## config.mk

```make
export PLATFORM = sky130hd
export DESIGN_NAME = mmio_responder
export DESIGN_NICKNAME = d
export VERILOG_FILES = /design/src/rtl/mmio_pkg.sv /design/src/rtl/sync_fifo.sv /design/src/rtl/mmio_responder.sv
export SDC_FILE = /design/constraint.sdc
export NUM_CORES = 1
export LEC_CHECK = 0
export ABC_AREA = 1
export CORE_UTILIZATION = 45
export CTS_CLUSTER_SIZE = 24
export DETAILED_ROUTE_END_ITERATION = 16
export PLACE_DENSITY = 0.79
export SETUP_SLACK_MARGIN = 0.4
export SYNTH_ARGS = -nofsm -noshare
export SYNTH_HDL_FRONTEND = slang
export SYNTH_SLANG_ARGS = --single-unit
```

## constraint.sdc

```tcl
create_clock -name clock -period 1.8 [get_ports clock]
set_input_delay 0.54 -clock clock [delete_from_list [all_inputs] [get_ports clock]]
set_output_delay 0.54 -clock clock [all_outputs]
set_load 0.01 [all_outputs]
```

## src/rtl/mmio_pkg.sv

```systemverilog
// Register map shared by the MMIO responder and its bench: word offsets,
// STATUS bit layout and the helper that assembles the STATUS word.
package mmio_pkg;

  typedef enum logic [1:0] {
    OFF_TXDATA  = 2'd0,
    OFF_STATUS  = 2'd1,
    OFF_CYCLES  = 2'd2,
    OFF_SCRATCH = 2'd3
  } mmio_offset_e;

  localparam int ST_EMPTY     = 0;
  localparam int ST_FULL      = 1;
  localparam int ST_OVERFLOW  = 2;
  localparam int ST_COUNT_LSB = 4;

  // count arrives zero-extended to 8 bits; depths up to 128 fit
  function automatic logic [31:0] pack_status(input logic       empty,
                                              input logic       full,
                                              input logic       overflow,
                                              input logic [7:0] count);
    logic [31:0] s;
    s                      = '0;
    s[ST_EMPTY]            = empty;
    s[ST_FULL]             = full;
    s[ST_OVERFLOW]         = overflow;
    s[ST_COUNT_LSB +: 8]   = count;
    return s;
  endfunction

endpackage

```

## src/rtl/sync_fifo.sv

```systemverilog
// Single-clock FIFO; a push is accepted when full only if a pop happens in the
// same cycle, so occupancy never exceeds DEPTH.
module sync_fifo #(
  parameter int WIDTH = 8,
  parameter int DEPTH = 8
) (
  input  logic                     clock,
  input  logic                     reset,
  input  logic                     push,
  input  logic                     pop,
  input  logic [WIDTH-1:0]         din,
  output logic [WIDTH-1:0]         dout,
  output logic                     empty,
  output logic                     full,
  output logic [$clog2(DEPTH):0]   count
);

  localparam int AW = $clog2(DEPTH);

  logic [WIDTH-1:0] mem [DEPTH];
  logic [AW-1:0]    wr_ptr;
  logic [AW-1:0]    rd_ptr;
  logic             do_push;
  logic             do_pop;

  assign empty   = (count == '0);
  assign full    = (count == (AW+1)'(DEPTH));
  assign do_pop  = pop && !empty;
  assign do_push = push && (!full || do_pop);
  assign dout    = mem[rd_ptr];

  // Pointers wrap naturally because DEPTH is a power of two
  always_ff @(posedge clock or negedge reset) begin
    if (!reset) begin
      wr_ptr <= '0;
      rd_ptr <= '0;
      count  <= '0;
    end else begin
      if (do_push) wr_ptr <= wr_ptr + AW'(1);
      if (do_pop)  rd_ptr <= rd_ptr + AW'(1);
      case ({do_push, do_pop})
        2'b10:   count <= count + (AW+1)'(1);
        2'b01:   count <= count - (AW+1)'(1);
        default: count <= count;
      endcase
    end
  end

  always_ff @(posedge clock) begin
    if (do_push) mem[wr_ptr] <= din;
  end

endmodule

```

## src/rtl/mmio_responder.sv

```systemverilog
// Memory-mapped peripheral: TX byte FIFO, STATUS, free-running CYCLES counter
// and a SCRATCH register, with registered (1-cycle) read data.
module mmio_responder
  import mmio_pkg::*;
#(
  parameter logic [11:0] MMIO_BASE  = 12'hF00,
  parameter int          FIFO_DEPTH = 8
) (
  input  logic        clock,
  input  logic        reset,
  input  logic [11:0] address,
  input  logic [31:0] data,
  input  logic        wren,
  output logic [31:0] q,
  output logic        out_valid,
  output logic [7:0]  out_data,
  input  logic        out_ready
);

  localparam int CW = $clog2(FIFO_DEPTH) + 1;

  logic [11:0]  offset;
  logic         mapped;
  mmio_offset_e sel;
  logic         wr_tx;
  logic         wr_status;
  logic         wr_cycles;
  logic         wr_scratch;
  logic         fifo_empty;
  logic         fifo_full;
  logic [CW-1:0] fifo_count;
  logic         pop;
  logic         overflow_event;
  logic         overflow;
  logic [31:0]  cycles;
  logic [31:0]  scratch;
  logic [31:0]  rdata;

  assign offset = address - MMIO_BASE;
  assign mapped = (address >= MMIO_BASE) && (offset < 12'd4);
  assign sel    = mmio_offset_e'(offset[1:0]);

  assign wr_tx      = wren && mapped && (sel == OFF_TXDATA);
  assign wr_status  = wren && mapped && (sel == OFF_STATUS);
  assign wr_cycles  = wren && mapped && (sel == OFF_CYCLES);
  assign wr_scratch = wren && mapped && (sel == OFF_SCRATCH);

  assign pop            = !fifo_empty && out_ready;
  assign overflow_event = wr_tx && fifo_full && !pop;
  assign out_valid      = !fifo_empty;

  sync_fifo #(
    .WIDTH (8),
    .DEPTH (FIFO_DEPTH)
  ) u_fifo (
    .clock (clock),
    .reset (reset),
    .push  (wr_tx),
    .pop   (pop),
    .din   (data[7:0]),
    .dout  (out_data),
    .empty (fifo_empty),
    .full  (fifo_full),
    .count (fifo_count)
  );

  // Overflow is sticky; a same-cycle overflow beats a software clear
  always_ff @(posedge clock or negedge reset) begin
    if (!reset) begin
      overflow <= 1'b0;
      cycles   <= '0;
      scratch  <= '0;
    end else begin
      if (overflow_event)                       overflow <= 1'b1;
      else if (wr_status && data[ST_OVERFLOW])  overflow <= 1'b0;
      cycles <= wr_cycles ? data : cycles + 32'd1;
      if (wr_scratch) scratch <= data;
    end
  end

  always_comb begin
    rdata = '0;
    if (mapped) begin
      case (sel)
        OFF_TXDATA:  rdata = '0;
        OFF_STATUS:  rdata = pack_status(fifo_empty, fifo_full, overflow, 8'(fifo_count));
        OFF_CYCLES:  rdata = cycles;
        OFF_SCRATCH: rdata = scratch;
        default:     rdata = '0;
      endcase
    end
  end

  // Registering pre-edge state gives read-before-write on the same offset
  always_ff @(posedge clock or negedge reset) begin
    if (!reset) q <= '0;
    else        q <= rdata;
  end

endmodule
```

==> metrics.md <==
| Metric | Value |
|---|---|
| Distinct cells, synth | `32` |
| Worst-Margin Slew | `516.4 ps` |
| MaxCap Viol Count | `0` |
| Number of DRC markers in iteration 0 | `1095` |
| Reg2reg end | `cycles[28]$_DFF_PN0_` |
| Core footprint | `16580 um^2` |
| Worst slew margin | `65.47%` |
| Crit. End Element | `output port` |
| Chip height | `132.4 um` |
| Failing checks | `setup timing` |
| Endpoints failing hold | `0` |
| Port bufs | `88` |
| Fmax | `395.0 MHz` |
| Vias/cell | `6.139` |
| Largest net degree at the start of global routing | `56` |
| Depth of the CTS H-tree | `4` |
| Synth area leaders | `dfrtp_1, edfxtp_1, nand2_1` |
| Placement Setup Slack | `-667.8 ps` |
| Via count | `7882` |
| Final ANT Viol Nets | `0` |
| Worst skew pair latency | `440 ps` |
| Sink Count | `171` |
| GR Util All Layers | `27.97%` |
| Worst vdd rail ir drop | `797.4 uV` |
| Crit Path Class | `reg2out` |
| Overflow after GRT | `0` |
| Row cnt | `47` |
| Die X-Extent | `132.4 um` |
| Layout area overhead | `59.22%` |
| Net Count, Synth | `875` |
| Sequential share of the synthesized area | `60.08%` |
| Required time of the critical path | `1260 ps` |
| Yosys reg bits | `171` |
| Placed Cells | `1158` |
| Ys Warns | `0` |
| Post-synth EDFFs | `64` |
| PwrDens | `1066 nW/um^2` |
| Asr flop ratio synth | `62.57%` |
| Leak | `5.371 nW` |
| GP Congestion | `0.9024` |
| CTS clk-pin slew, worst paths | `60 ps` |
| Yosys top cell by area | `dfrtp_1` |
| Wire per inst | `24.26 um` |
| Max-slew violation count | `0` |
| Outcome | `finished with violations` |
| Final Worst Setup Slack | `-731.4 ps` |
| CTS tree | `done` |
| Worst Setup Start Kind | `flip-flop` |
| Starting Density | `46.17%` |
| First-pass DRT Iterations | `6` |
| Maximum root-to-sink buffer count | `2` |
| Tcrit/Tclk final | `140.6%` |
| Worst hold slack | `445.8 ps` |
| Inserted Clock Buffers | `17` |
| Placed instance area | `9527 um^2` |
| Overall power | `13.00 mW` |
| Final setup viols | `14` |
| Post-synthesis instance area | `7656 um^2` |
| Synth top area share | `34.97%` |
| Reg2reg path depth | `8` |
| IO Pins | `89` |
| First-pass GRT wire length | `37470 um` |
| Hold Crit Class | `in2async` |
| Clock skew | `12.25 ps` |
| Syn Area/Cell | `9.303 um^2` |
| Fin crit period | `2531 ps` |
| Final instance area | `12190 um^2` |
| End-of-flow core utilization | `73.51%` |
| CTS Root Cell | `clkbuf_16` |
| Final Instance Count excl. Fillers | `1284` |
| Die footprint | `17540 um^2` |
| Share of layout cells above drive strength 1 | `46.71%` |
| DR DRC count | `0` |
| Setup TNS | `-5973 ps` |
| Synth Instances | `823` |
| Hpwl dp | `13230 um` |
| NumNets Final | `1105` |
| Vias in the first global route | `6964` |
| Most common cell in the synthesized netlist | `nand2_1` |
| Drt total wl | `31150 um` |
| Setup repair after global routing missed its margin | `true` |
| Setup slack, reg-to-reg | `-240 ps` |
| Top cells by count, synth | `nand2_1, dfrtp_1, nor2_1, o21ai_0, inv_1` |
| Top FF cell, synth | `dfrtp_1` |
| Worst reg2reg path startpoint | `cycles[6]$_DFF_PN0_` |
| Diodes inserted | `0` |
| CP arrival | `1990 ps` |
| Initial antenna violation count | `0` |
| Crit-path max FO | `8` |
[layer usage]
layer / share of wire, % / global-route usage (%) / up-vias
met2: 47 / 44.74 / 767
met5: 0 / 0 / -
met4: 6.9 / 11.37 / 0
met3: 11 / 6.207 / 221
li1: - / - / 3161
met1: 35 / 37.08 / 3733
[cells by family after synthesis]
kind of cell               synth area share, %
and+or+nand+nor                          19.76
adders and majority gates               0.6537
xor gates and xnor gates                 3.775
buffers and inverters                    5.360
AOI/OAI and AO/OA                        10.23
muxes                                   0.1471
DFF                                      60.08
[worst max-delay path, stage by stage (launching register included)]
cell     delay [ps]
dfrtp_2         520
buf_6           180
buf_16          140
nor2_1           60
nor2_1          170
o21ai_1         130
a31oi_2         190
buf_2           160
[cells in the final DEF, fill, tap and decap left out, types with 4 or more instances in the layout]
cell type          n
xnor2_2            6
a21oi_2            4
nor3_4            13
dfrtp_1           92
edfxtp_1          64
dfrtp_2           15
xor2_2             7
o21ai_0           30
nor2_1            54
buf_6             42
nand2_4           41
o21ai_4            5
buf_2             44
nor3_2             7
buf_4             83
nor2_4            19
xor2_1            12
xor2_4             4
a21oi_1           22
nand2_1          123
o21ai_2           27
o21ai_1           38
inv_1             57
a31oi_2            8
o22ai_2            6
inv_2             14
nor2_2            31
clkdlybuf4s50_1   32
nand3_2            4
nand2_2           41
buf_12            22
clkbuf_16         19
inv_4              5
dlygate4sd2_1      4
buf_16            11
nand4_1           11
nand3_1            7
a31oi_1            5
[worst max-delay path by stage]
stage	end	start	depth (start not counted)	slack, ps
floorplan	u_fifo.mem[0][0]$_DFFE_PP_	address[7]	7	-180
global placement	u_fifo.mem[1][1]$_DFFE_PP_	address[7]	9	-590
detailed placement	u_fifo.count[2]$_DFFE_PN0P_	address[7]	15	-670
CTS	out_data[6]	u_fifo.rd_ptr[0]$_DFFE_PN0P_	7	-560
global route	out_data[7]	u_fifo.rd_ptr[0]$_DFFE_PN0P_	7	-790
finish	out_data[6]	u_fifo.rd_ptr[0]$_DFFE_PN0P_	7	-730
[where the power goes]
group	internal (mW)	total, mW	switching [mW]
registers	4.21	4.44	0.231
clock network	2.37	3.94	1.57
logic	2.13	4.63	2.49
[sequential cells by signal (all words and copies together), names as in the netlist]
signal         cells
scratch           32
q                 32
u_fifo.mem        64
u_fifo.rd_ptr      3
overflow           1
u_fifo.wr_ptr      3
u_fifo.count       4
cycles            32
[final cells by class]
cell class	count	area [um^2]
well taps	220	275.3
multi-input cells	545	3924
clock inverters	7	111.4
fillers	912	4393
clock buffers	23	500.5
inverters	77	306.5
repair buffers	241	2455
flip-flops and latches	171	4618
[timing repair]
item,4_1_cts,5_1_grt
hold buffers,1,0
pin swaps,68,96
endpoints found under the setup margin,209,190
setup buffers,46,38
cloned,11,0
endpoints found under the hold margin,1,0
gates resized for setup,401,209
Power figures use the tool's default switching activity.
